==> config.mk <==
export PLATFORM = sky130hd
export DESIGN_NAME = tinymoa_alu_sequencer
export DESIGN_NICKNAME = d
export VERILOG_FILES = /design/src/rtl/tinymoa_pkg.sv /design/src/rtl/tinymoa_nibble_mux.sv /design/src/rtl/tinymoa_alu_sequencer.sv
export SDC_FILE = /design/constraint.sdc
export NUM_CORES = 1
export LEC_CHECK = 0
export BUFFER_PORTS_ARGS = -buffer_cell sky130_fd_sc_hd__clkbuf_2
export CORE_MARGIN = 2
export CORE_UTILIZATION = 57
export DETAILED_ROUTE_END_ITERATION = 8
export HOLD_SLACK_MARGIN = 0.05
export PLACE_DENSITY = 0.95
export SLEW_MARGIN = 5
export SYNTH_ARGS = -nofsm -noshare
export SYNTH_HDL_FRONTEND = slang
export SYNTH_SLANG_ARGS = --single-unit
==> constraint.sdc <==
create_clock -name clk -period 4.75 [get_ports clk]
set_input_delay 0.475 -clock clk [delete_from_list [all_inputs] [get_ports clk]]
set_output_delay 0.475 -clock clk [all_outputs]
set_load 0.05 [all_outputs]
==> src/rtl/tinymoa_pkg.sv <==
// Shared tinymoa definitions: sequencer state encodings, the ALU opcode
// width and the opcode values understood by the nibble ALU.
package tinymoa_pkg;

    // Width of one ALU slice; operands are processed this many bits at a time.
    localparam int NIBBLE_W = 4;

    // Opcode bus width driven to the nibble ALU.
    localparam int ALU_OP_W = 4;

    // Sequencer FSM encodings.
    localparam int STATE_W = 2;
    localparam logic [STATE_W-1:0] ST_IDLE = 2'd0;
    localparam logic [STATE_W-1:0] ST_RUN  = 2'd1;
    localparam logic [STATE_W-1:0] ST_DONE = 2'd2;

    // Opcodes implemented by the nibble ALU. The sequencer only forwards
    // them; it never interprets the opcode itself.
    localparam logic [ALU_OP_W-1:0] ALU_OP_ADD = 4'd0;
    localparam logic [ALU_OP_W-1:0] ALU_OP_SUB = 4'd1;
    localparam logic [ALU_OP_W-1:0] ALU_OP_EQ  = 4'd2;
    localparam logic [ALU_OP_W-1:0] ALU_OP_XOR = 4'd3;
    localparam logic [ALU_OP_W-1:0] ALU_OP_AND = 4'd4;

    // A new operation can be accepted whenever the sequencer is not mid-run.
    function automatic logic state_ready(input logic [STATE_W-1:0] st);
        return (st != ST_RUN);
    endfunction

endpackage

==> src/rtl/tinymoa_nibble_mux.sv <==
// Operand slicer: selects one 4-bit nibble out of a WIDTH-bit word.
// An index beyond the last nibble yields zero, so the output is always
// well defined even when NIBBLES is not a power of two.
module tinymoa_nibble_mux
    import tinymoa_pkg::*;
#(
    parameter int WIDTH = 32,
    parameter int IDX_W = 3
) (
    input  logic [WIDTH-1:0]    word,
    input  logic [IDX_W-1:0]    index,
    output logic [NIBBLE_W-1:0] nibble
);

    localparam int NIBBLES = WIDTH / NIBBLE_W;

    logic [NIBBLE_W-1:0] slices [NIBBLES];

    genvar gi;
    generate
        for (gi = 0; gi < NIBBLES; gi++) begin : g_slice
            assign slices[gi] = word[gi*NIBBLE_W +: NIBBLE_W];
        end
    endgenerate

    // Select the indexed slice; out-of-range indices fall through to zero.
    always_comb begin
        nibble = '0;
        for (int i = 0; i < NIBBLES; i++) begin
            if (index == IDX_W'(i)) begin
                nibble = slices[i];
            end
        end
    end

endmodule

==> src/rtl/tinymoa_alu_sequencer.sv <==
// Drives a 4-bit ALU one nibble per cycle, LSB nibble first, chaining the
// carry and compare bits between nibbles and assembling the WIDTH-bit
// result. A pulse on done marks result/carry/cmp valid.
module tinymoa_alu_sequencer
    import tinymoa_pkg::*;
#(
    parameter int WIDTH = 32
) (
    input  logic                clk,
    input  logic                rstn,
    input  logic                start,
    output logic                ready,
    input  logic [ALU_OP_W-1:0] op,
    input  logic [WIDTH-1:0]    a,
    input  logic [WIDTH-1:0]    b,
    input  logic                carry_init,
    input  logic                cmp_init,
    output logic [ALU_OP_W-1:0] alu_opcode,
    output logic [NIBBLE_W-1:0] alu_a,
    output logic [NIBBLE_W-1:0] alu_b,
    output logic                alu_carry_in,
    output logic                alu_cmp_in,
    input  logic [NIBBLE_W-1:0] alu_result,
    input  logic                alu_carry_out,
    input  logic                alu_cmp_out,
    output logic [WIDTH-1:0]    result,
    output logic                carry,
    output logic                cmp,
    output logic                done
);

    localparam int NIBBLES = WIDTH / NIBBLE_W;
    localparam int CNT_W   = $clog2(NIBBLES);
    localparam logic [CNT_W-1:0] LAST_NIBBLE = CNT_W'(NIBBLES - 1);

    logic [STATE_W-1:0]  state_reg;
    logic [STATE_W-1:0]  state_next;
    logic [CNT_W-1:0]    cnt_reg;
    logic [ALU_OP_W-1:0] op_reg;
    logic [WIDTH-1:0]    a_reg;
    logic [WIDTH-1:0]    b_reg;
    logic                carry_reg;
    logic                cmp_reg;
    logic                done_reg;

    logic                accept;
    logic                in_run;
    logic                last_nibble;
    logic [NIBBLE_W-1:0] nib_a;
    logic [NIBBLE_W-1:0] nib_b;

    assign ready       = state_ready(state_reg);
    assign accept      = start & ready;
    assign in_run      = (state_reg == ST_RUN);
    assign last_nibble = in_run && (cnt_reg == LAST_NIBBLE);

    // Next-state logic: DONE can re-enter RUN directly for back-to-back ops.
    always_comb begin
        state_next = state_reg;
        case (state_reg)
            ST_IDLE: if (start) state_next = ST_RUN;
            ST_RUN:  if (cnt_reg == LAST_NIBBLE) state_next = ST_DONE;
            ST_DONE: state_next = start ? ST_RUN : ST_IDLE;
            default: state_next = ST_IDLE;
        endcase
    end

    // State register; reset aborts any operation in flight.
    always_ff @(posedge clk or negedge rstn) begin
        if (!rstn) begin
            state_reg <= ST_IDLE;
        end else begin
            state_reg <= state_next;
        end
    end

    // Capture the request at accept; starts seen during RUN are ignored.
    always_ff @(posedge clk or negedge rstn) begin
        if (!rstn) begin
            op_reg <= '0;
            a_reg  <= '0;
            b_reg  <= '0;
        end else if (accept) begin
            op_reg <= op;
            a_reg  <= a;
            b_reg  <= b;
        end
    end

    // Nibble counter: cleared at accept, advances each RUN cycle and stops
    // on the last nibble so it never wraps within an operation.
    always_ff @(posedge clk or negedge rstn) begin
        if (!rstn) begin
            cnt_reg <= '0;
        end else if (accept) begin
            cnt_reg <= '0;
        end else if (in_run && !last_nibble) begin
            cnt_reg <= cnt_reg + 1'b1;
        end
    end

    // Carry/compare chain: seeded from the init bits at accept, then
    // follows the ALU outputs nibble by nibble; after the last nibble it
    // holds the final values until the next accept.
    always_ff @(posedge clk or negedge rstn) begin
        if (!rstn) begin
            carry_reg <= 1'b0;
            cmp_reg   <= 1'b0;
        end else if (accept) begin
            carry_reg <= carry_init;
            cmp_reg   <= cmp_init;
        end else if (in_run) begin
            carry_reg <= alu_carry_out;
            cmp_reg   <= alu_cmp_out;
        end
    end

    // Completion pulse for the single DONE cycle.
    always_ff @(posedge clk or negedge rstn) begin
        if (!rstn) begin
            done_reg <= 1'b0;
        end else begin
            done_reg <= last_nibble;
        end
    end

    // One result register per nibble, written when the counter points at it.
    genvar gi;
    generate
        for (gi = 0; gi < NIBBLES; gi++) begin : g_result
            logic [NIBBLE_W-1:0] nib_reg;

            // Store this nibble's ALU result during its RUN cycle.
            always_ff @(posedge clk or negedge rstn) begin
                if (!rstn) begin
                    nib_reg <= '0;
                end else if (in_run && (cnt_reg == CNT_W'(gi))) begin
                    nib_reg <= alu_result;
                end
            end

            assign result[gi*NIBBLE_W +: NIBBLE_W] = nib_reg;
        end
    endgenerate

    tinymoa_nibble_mux #(
        .WIDTH (WIDTH),
        .IDX_W (CNT_W)
    ) u_mux_a (
        .word   (a_reg),
        .index  (cnt_reg),
        .nibble (nib_a)
    );

    tinymoa_nibble_mux #(
        .WIDTH (WIDTH),
        .IDX_W (CNT_W)
    ) u_mux_b (
        .word   (b_reg),
        .index  (cnt_reg),
        .nibble (nib_b)
    );

    // ALU-facing operands and chain inputs are quiet outside RUN.
    always_comb begin
        alu_a        = '0;
        alu_b        = '0;
        alu_carry_in = 1'b0;
        alu_cmp_in   = 1'b0;
        if (in_run) begin
            alu_a        = nib_a;
            alu_b        = nib_b;
            alu_carry_in = carry_reg;
            alu_cmp_in   = cmp_reg;
        end
    end

    assign alu_opcode = op_reg;
    assign carry      = carry_reg;
    assign cmp        = cmp_reg;
    assign done       = done_reg;

endmodule

==> results.toml, run 1 <==
[timing]
max_slew_margin_pct = 28.3
fin_crit_ps = 3490
rsz0062_at_grt = "false"
finalSetupTns_ps = 0
fin_crit_sh_pct = 73.5
worst_clock_skew_ps = 15.1
finalSetupViolations = 0
fmax_ghz = 0.287
final-hold-violation-count = 0
worstMarginPinSlew_ps = 1070
slew_viol_final = 0

[placed_design]
port_buffers = 128
dpl.cell_count = 592
place_area_um2 = 5500
routabilityCongestion = 0.849
hpwl_um = 8060

[clocking]
insertion_delay_ps = 360
root_buffer = "clkbuf_8"
cts_tree = "built"
clockBufferDepth = 2
ctsHoldBuffers = 0
cts_made_buffers = 9
cts_setup_buffers = 0
clkTransAtPathRegs_ps = 100
cts_sinks = 108
htreeDepth = 3
post_cts_resized = 0

[floorplan]
dieArea_um2 = 9290
die_y_um = 96.4
die_w_um = 96.4
initial_utilization_pct = 58.9
ios = 129
fp-row-count = 33
core_area_um2 = 8260

[grt]
grt_pass1_vias = 3549
track_usage_pct = 24.6
grt_max_degree = 82
grt-ovfl-total = 0
grt_pass1_wl_um = 17400
antenna_found_initial = 0

[yosys]
synth-seq-area-share_pct = 55.6
syn_nets = 468
synth_area_per_cell_um2 = 12.7
yosysWarnings = 0
synth-edff-count = 0
synth.most_common_cell = "dfrtp_1"
syn_inst = 383
async_flop_share_pct = 100
synth-seq-cells = 108
synth_area_um2 = 4860
synth_top_area_share_pct = 55.6
synth_commonest_cells = "dfrtp_1, mux2_2, nand2_1"
synth-main-ff-cell = "dfrtp_1"
ys_types = 27
synth_area_leader_cell = "dfrtp_1"
synth.area.top_cells = "dfrtp_1, mux2_2, o21ai_0"

[routing]
first_pass_iters = 5
wire_per_inst_um = 18.0
routed_wirelength_um = 10900
via_per_inst = 5.72
drt-initial-drc-count = 191
antenna_left = 0
vias = 3479
remaining_drc_errors = 0

[worst_setup_path]
critPathMaxStageDelay_ps = 720
cp-start-kind = "flip-flop"
cp_slowest_cell = "ha_1"
path_class = "reg2out"
cp.required_ps = 4280
crit_family = "adder cells"
worst-path-buf-inv = 2
worst_ep_arrival_time_ps = 3010
path_cells = "inv_1, ha_1, nand2b_1, o22ai_1, o211a_1, o31ai_1, clkbuf_2"
worstSetupEndpointType = "output port"
cp_max_fo = 28

[hold_path]
hold_class = "in2async"

[final_layout]
area_delta_synth_final_pct = 17.4
antenna_cells = 0
multi_input_area_um2 = 1970
nFillCells = 606
regArea_um2 = 2700
finalNonFillerCells = 608
nets = 583
finalInstanceArea_um2 = 5710
drive_gt1_share_pct = 47.9

[job]
max_cap_violations = 0

[outcome]
status = "completed"
area by class of cell:
type | instances | share of cell area (%)
clock buffers | 10 | 2.41
clock inverters | 6 | 1.21
inverters | 9 | 0.592
multi-input cells | 239 | 34.5
flip-flops and latches | 108 | 47.3
well taps | 105 | 2.30
repair buffers | 131 | 11.7
worst register-to-register path, cell delays in order (launching register included):
cell and delay (ps):
dfrtp_1 420, nor2b_4 450, inv_2 80, nand2_2 780, buf_4 460, mux2_2 380
cell families after synthesis:
kind of cell	Yosys count	share of synthesized area, %
mux	102	23.6
flops	108	55.6
simple gates	60	6.02
buf+inv	36	3.96
fa+ha+maj	6	1.54
compound gates	71	9.36
layer usage:
| metal | part of all wire (%) | vias up | GRT usage (%) | wire length (µm) |
|---|---|---|---|---|
| met5 | 0 | - | 0 | 0 |
| met4 | 2.1 | 0 | 8.80 | 227 |
| met3 | 5.8 | 23 | 4.65 | 634 |
| met2 | 49 | 126 | 39.3 | 5400 |
| met1 | 43 | 1729 | 33.8 | 4670 |
| li1 | - | 1601 | - | - |
cell usage in the layout (no fill, tap or decap):
cell type	instances
nand3b_1	1
nand3_1	11
o21ai_0	23
a21oi_1	8
a211oi_1	8
nor2_1	1
clkinv_2	1
inv_1	7
nor2b_4	1
mux2i_1	2
mux2_2	90
mux2_1	10
a31oi_1	8
o22ai_1	8
bufinv_16	1
and3_1	3
ha_1	6
and2_1	2
clkinvlp_4	1
inv_2	2
inv_6	2
clkbuf_8	10
clkbuf_2	127
dfrtp_1	108
o211a_1	8
nand2b_1	10
nand2_1	30
buf_4	4
clkinv_4	1
o31ai_1	8
nand2_2	1
path summary, 6_finish.rpt:
path / startpoint / cells past startpoint / endpoint / slack [ps]
max in group asynchronous: rstn / 2 / g_result[6].nib_reg[1]$_DFFE_PN0P_ / 3540
max: cnt_reg[1]$_DFFE_PN0P_ / 7 / alu_a[1] / 1260
min in group clk: a[25] / 2 / a_reg[25]$_DFFE_PN0P_ / 320
min reg2reg: state_reg[0]$_DFFE_PN0P_ / 1 / state_reg[0]$_DFFE_PN0P_ / 510
max reg2reg: state_reg[1]$_DFFE_PN0P_ / 5 / a_reg[7]$_DFFE_PN0P_ / 2060
min: rstn / 1 / g_result[1].nib_reg[3]$_DFFE_PN0P_ / 270
through the flow:
stage / hold WS (ps) / setup WS [ps] / util, %
detailed placement: 486 / 1710 / 66.6
global placement: 474 / 1830 / 66.6
finish: 266 / 1260 / 69.1
CTS: 304 / 1320 / 69.1
floorplan: 179 / 1640 / -
global route: 324 / 1060 / 69.1
Power of run 1 is not shown: default switching activity piles up to over one toggle a cycle in this logic, so the estimate is an artifact.
==> run 2, diff against run 1 <==
--- a/config.mk
+++ b/config.mk
@@ -5,12 +5,13 @@
 export SDC_FILE = /design/constraint.sdc
 export NUM_CORES = 1
 export LEC_CHECK = 0
+export ABC_AREA = 1
 export BUFFER_PORTS_ARGS = -buffer_cell sky130_fd_sc_hd__clkbuf_2
 export CORE_MARGIN = 2
-export CORE_UTILIZATION = 57
+export CORE_UTILIZATION = 53
 export DETAILED_ROUTE_END_ITERATION = 8
 export HOLD_SLACK_MARGIN = 0.05
-export PLACE_DENSITY = 0.95
+export PLACE_DENSITY = 0.91
 export SLEW_MARGIN = 5
 export SYNTH_ARGS = -nofsm -noshare
 export SYNTH_HDL_FRONTEND = slang
==> constraint.sdc (replaced) <==
create_clock -name clk -period 3.6 [get_ports clk]
set_input_delay 0.36 -clock clk [delete_from_list [all_inputs] [get_ports clk]]
set_output_delay 0.36 -clock clk [all_outputs]
set_load 0.05 [all_outputs]
==> run 2 against run 1 <==
Net effect: critical endpoint is now alu_b[2]; sequential share of layout area decreased by 0.71 points; design area increased by 1.5%; first-iteration DRC count is 41% higher; global-route usage fell by 0.59 points; setup slack got worse by 480 ps; final cell count grew 45%; highest routed layer unchanged.
==> results.toml, run 2 <==
[outcome]
status = "completed"

[yosys]
synthAdderAreaFrac_pct = 1.52
yosysWarnings = 0
synth_top_family_by_area = "simple AND/OR/NAND/NOR gates"
ys_types = 19
synth-main-ff-cell = "dfrtp_1"
synthMuxAreaShare_pct = 0
synth.area.top_cells = "dfrtp_1, nand2_1, o21ai_0"
synth-seq-cells = 108
syn_nets = 735
synth_top_area_share_pct = 54.7
async_flop_share_pct = 100
synth_xor_area_share_pct = 0
synth.most_common_cell = "nand2_1"
synth_commonest_cells = "nand2_1, dfrtp_1, inv_1"
synth_area_leader_cell = "dfrtp_1"
synth_area_per_cell_um2 = 7.60
synth_area_um2 = 4940
synth-edff-count = 0
syn_inst = 650
synth-seq-area-share_pct = 54.7
synth-simple-area-share_pct = 32.3
synth_compound_area_share_pct = 4.89

[placed_design]
routabilityCongestion = 0.867
dpl.cell_count = 868
hpwl_um = 8520
post-place-ws_ps = 1230
port_buffers = 128

[clocking]
clkTransAtPathRegs_ps = 100
ctsHoldBuffers = 0
post_cts_resized = 0
htreeDepth = 3
clockBufferDepth = 2
cts_sinks = 108
cts_setup_buffers = 0
cts_made_buffers = 9
cts_tree = "built"
insertion_delay_ps = 370
root_buffer = "clkbuf_8"

[timing]
final-hold-violation-count = 0
finalSetupViolations = 0
slew_viol_final = 0
fin_crit_ps = 2820
whs_ps = 67.6
finalSetupTns_ps = 0
fmax_ghz = 0.354
rsz0062_at_grt = "false"
fin_crit_sh_pct = 78.4
worstMarginPinSlew_ps = 1060
finalWorstSetupSlack_ps = 778
worst_clock_skew_ps = 7.76
max_slew_margin_pct = 29.0

[final_layout]
drive_gt1_share_pct = 20.3
final_common_cell = "nand2_1"
nets = 853
nFillCells = 838
antenna_cells = 0
finalNonFillerCells = 884
area_delta_synth_final_pct = 17.3
mostFrequentLayoutCells = "nand2_1, clkbuf_2, dfrtp_1"

[grt]
grt-ovfl-total = 0
grt_pass1_vias = 4101
antenna_found_initial = 0
track_usage_pct = 24.0
grt_max_degree = 72
grt_pass1_wl_um = 19000

[power_and_ir_drop]
p_int_mw = 2.87
power.total_mw = 6.09
switching_power_mw = 3.22
p_sw_share_pct = 52.9
ir_worst_vdd_v = 0.000729
p_seq_share_pct = 35.6
combPwrFrac_pct = 53.4
p_clk_share_pct = 11.0
power.leakage_nw = 3.43
p_per_area_nw_per_um2 = 1050

[routing]
routed_wirelength_um = 11400
remaining_drc_errors = 0
drt-initial-drc-count = 269
antenna_left = 0
vias = 4392
wire_per_inst_um = 12.9
via_per_inst = 4.97
first_pass_iters = 5

[worst_setup_path]
r2r_slack_ps = 1540
worstSetupEndpointType = "output port"
rr_endpoint = "cnt_reg[1]$_DFFE_PN0P_"
reg2regPathDepth = 5
path_class = "reg2out"
cp_max_fo = 10
r2r-start = "state_reg[1]$_DFFE_PN0P_"
cp-start-kind = "flip-flop"
worst_ep_arrival_time_ps = 2460
cp.required_ps = 3240

[floorplan]
die_w_um = 101
fp-row-count = 35
core_area_um2 = 9150
ios = 129
die_y_um = 101
initial_utilization_pct = 54.0
dieArea_um2 = 10100

[job]
max_cap_violations = 0

[hold_path]
hold_class = "in2async"
-- run 2: cell count changes in the layout (fill, tap and decap cells not counted), sizes merged, moves of 10 or more --
cell    before  now
nor2         1   40
inv         11   51
nand2       31  355
o21ai       23   44
mux2       100    0
nand2b      10    0
-- run 2: cell families after synthesis --
group,after synthesis
AOI/OAI and AO/OA,47
and+or+nand+nor,413
DFF,108
adders and majority gates,6
buffers and inverters,76
-- run 2: layout make-up --
type | instances | area, µm² | share of cell area, %
repair buffers | 131 | 666 | 11.5
inverters | 52 | 195 | 3.37
multi-input cells | 466 | 1910 | 33.0
well taps | 111 | 139 | 2.40
flip-flops and latches | 108 | 2700 | 46.6
clock buffers | 11 | 141 | 2.44
clock inverters | 5 | 37.5 | 0.648
-- run 2: worst max-delay path by stage --
stage,start,to,slack [ps],depth (start not counted)
final,cnt_reg[1]$_DFFE_PN0P_,alu_b[2],780,13
after CTS,cnt_reg[1]$_DFFE_PN0P_,alu_b[2],810,13
after detailed placement,cnt_reg[1]$_DFFE_PN0P_,alu_b[2],1230,13
after global placement,cnt_reg[1]$_DFFE_PN0P_,alu_b[2],1320,13
after global routing,cnt_reg[2]$_DFFE_PN0P_,alu_a[2],560,12
after floorplan,cnt_reg[2]$_DFFE_PN0P_,alu_a[0],1430,14
-- run 2: power groups by stage --
stage          Combinational, mW  Clock, mW  Sequential, mW
6_report                    3.25      0.670            2.16
5_1_grt                     3.59      0.731            2.22
4_1_cts                     3.27      0.681            2.16
3_5_place_dp                3.26          0            2.18
3_3_place_gp                3.17          0            2.17
2_1_floorplan               1.83          0            2.81
-- run 2: stage by stage --
| stage | util (%) | instance area [µm²] |
|---|---|---|
| after floorplan | - | 4940 |
| after global placement | 61.4 | 5620 |
| after detailed placement | 61.4 | 5620 |
| after CTS | 63.3 | 5800 |
| after global routing | 63.3 | 5800 |
| final | 63.3 | 5800 |
-- run 2: routing by layer --
| layer | vias up | global-route usage (%) | wire [µm] |
|---|---|---|---|
| met4 | 0 | 8.85 | 315 |
| met1 | 2002 | 30.3 | 4750 |
| met2 | 160 | 40.5 | 5690 |
| met3 | 29 | 5.34 | 668 |
| met5 | - | 0 | 0 |
| li1 | 2201 | - | - |
-- run 2: critical path: stages (launching register included) --
cell,delay (ps)
dfrtp_1,410
inv_1,110
ha_1,370
inv_1,240
nor2_1,190
nand2_1,70
nand3_1,110
nand2_1,60
nand2_1,50
nand2_1,50
nand2_1,60
nand2_1,50
nand2_1,50
clkbuf_2,270
Note: power is estimated with default switching activity, not from simulation.
==> run 3, diff against run 2 <==
--- a/config.mk
+++ b/config.mk
@@ -8,10 +8,10 @@
 export ABC_AREA = 1
 export BUFFER_PORTS_ARGS = -buffer_cell sky130_fd_sc_hd__clkbuf_2
 export CORE_MARGIN = 2
-export CORE_UTILIZATION = 53
+export CORE_UTILIZATION = 48
 export DETAILED_ROUTE_END_ITERATION = 8
 export HOLD_SLACK_MARGIN = 0.05
-export PLACE_DENSITY = 0.91
+export PLACE_DENSITY = 0.87
 export SLEW_MARGIN = 5
 export SYNTH_ARGS = -nofsm -noshare
 export SYNTH_HDL_FRONTEND = slang
==> constraint.sdc (replaced) <==
create_clock -name clk -period 2.5 [get_ports clk]
set_input_delay 0.25 -clock clk [delete_from_list [all_inputs] [get_ports clk]]
set_output_delay 0.25 -clock clk [all_outputs]
set_load 0.05 [all_outputs]
==> run 3 against run 2 <==
Net effect: setup slack worse by 700 ps; count of clock-buffer cells in the layout unchanged; worst hold slack better by 8.7 ps; sequential share of layout area down 1.9 points; largest cell class unchanged; via count about the same.
==> results.toml, run 3 (synthesis results as in run 2) <==
[floorplan]
core_area_um2 = 10100
die_w_um = 105
die_y_um = 105
fp-row-count = 37
ios = 129
initial_utilization_pct = 48.7
dieArea_um2 = 11100

[worst_setup_path]
reg2regPathDepth = 6
crit_family = "adder cells"
path_class = "reg2out"
critPathLaunch = "cnt_reg[0]$_DFFE_PN0P_"
worst_ep_arrival_time_ps = 2170
cp_slowest_cell = "dfrtp_1"
rr_endpoint = "cnt_reg[1]$_DFFE_PN0P_"
r2r_slack_ps = 780
path_cells = "ha_1, ha_1, nor2_2, inv_1, nor2_1, nand2_1, nand2_1, clkbuf_4"
worstSetupEndpointType = "output port"
cp_max_fo = 11
critPathMaxStageDelay_ps = 430
r2r-start = "cnt_reg[0]$_DFFE_PN0P_"
worst-path-buf-inv = 2
cp.required_ps = 2250
cp-start-kind = "flip-flop"

[timing]
worst_clock_skew_ps = 11.1
worstMarginPinSlew_ps = 765
final-hold-violation-count = 0
finalSetupViolations = 0
fin_crit_sh_pct = 96.7
fmax_ghz = 0.414
finalWorstSetupSlack_ps = 81.7
slew_viol_final = 0
rsz0062_at_grt = "true"
finalSetupTns_ps = 0
max_slew_margin_pct = 49.0
fin_crit_ps = 2420

[final_layout]
finalNonFillerCells = 916
area_delta_synth_final_pct = 22.3
regArea_um2 = 2700
mostFrequentLayoutCells = "nand2_1, clkbuf_2, dfrtp_1"
nFillCells = 918
final_util_pct = 59.6
nets = 860
multi_input_area_um2 = 1980
drive_gt1_share_pct = 22.2
final_common_cell = "nand2_1"

[power_and_ir_drop]
p_per_area_nw_per_um2 = 1530
ir_worst_vdd_v = 0.000797
power.leakage_nw = 3.50

[placed_design]
routabilityCongestion = 0.804
post-place-ws_ps = 236
port_buffers = 128
dpl.cell_count = 894
hpwl_um = 8400

[clocking]
clkTransAtPathRegs_ps = 90
cts_sinks = 108
root_buffer = "clkbuf_8"
clockBufferDepth = 2
insertion_delay_ps = 370
cts_made_buffers = 9
htreeDepth = 3
cts_tree = "built"

[job]
max_cap_violations = 0

[routing]
first_pass_iters = 4
drt-initial-drc-count = 228
remaining_drc_errors = 0
routed_wirelength_um = 11800
vias = 4395
wire_per_inst_um = 12.9
antenna_left = 0
via_per_inst = 4.80

[hold_path]
holdPathStages = 3
hold_end = "a_reg[17]$_DFFE_PN0P_"
hp-start = "a[17]"
hold_class = "in2reg"

[grt]
antenna_found_initial = 1
grt_max_degree = 72
grt_pass1_vias = 4240
grt-ovfl-total = 0
track_usage_pct = 22.1
grt_pass1_wl_um = 19700

[outcome]
status = "completed"
## run 3: changes by cell type in the layout (fill, tap and decap cells not counted), moves of 4 or more
cell      before  now
clkbuf_2     127  119
buf_6          0    5
buf_4          4    8
ha_1           6    2
ha_4           0    4
## run 3: where the power goes
| part | switching (mW) | total [mW] | internal [mW] |
|---|---|---|---|
| Sequential | 0.505 | 3.09 | 2.59 |
| Clock | 0.562 | 1.05 | 0.484 |
| Combinational | 3.67 | 5.12 | 1.45 |
## run 3: area by class of cell
cell class / count / area share [%]
antenna: 1 / 0.0414
clock buffer: 11 / 2.34
clock inverter: 4 / 0.828
inverter: 52 / 3.29
multi-input combinational: 466 / 32.8
sequential: 108 / 44.7
tap: 136 / 2.82
timing repair buffer: 138 / 13.2
## run 3: worst max path at each step
stage | slack [ps] | depth (start not counted) | to
finish | 80 | 8 | alu_b[2]
global route | -80 | 13 | alu_b[2]
CTS | -4 | 13 | alu_b[2]
detailed placement | 240 | 13 | alu_b[2]
global placement | 330 | 13 | alu_b[2]
floorplan | 440 | 14 | alu_a[0]
## run 3: timing repair
item	in CTS	in global routing
endpoints found under the setup margin	8	8
hold buffers	1	0
endpoints found under the hold margin	58	0
buffers inserted	0	5
gates resized for setup	10	31
cloned	0	0
pin swaps	0	1
## run 3: stage by stage
step	total power, mW	hold slack (ps)	area (µm²)
final	9.25	76.3	6040
after global routing	9.99	77.1	6040
after CTS	8.99	67.3	5910
after detailed placement	7.86	369	5680
after global placement	7.72	361	5680
after floorplan	6.68	-45.6	4940
## run 3: metal layers
metal / up-vias / share of wire, % / global-route usage [%]
met3: 21 / 5.6 / 4.58
met2: 138 / 47 / 35.4
li1: 2216 / - / -
met5: - / 0 / 0
met1: 2020 / 45 / 30.4
met4: 0 / 2.3 / 6.95
## run 3: worst reg2reg max path, cell delays in order, from the launching register on
cell and delay, ps:
dfrtp_1 410, ha_1 240, ha_1 230, nor2_2 70
inv_1 280, nand2_1 170, o21ai_0 220
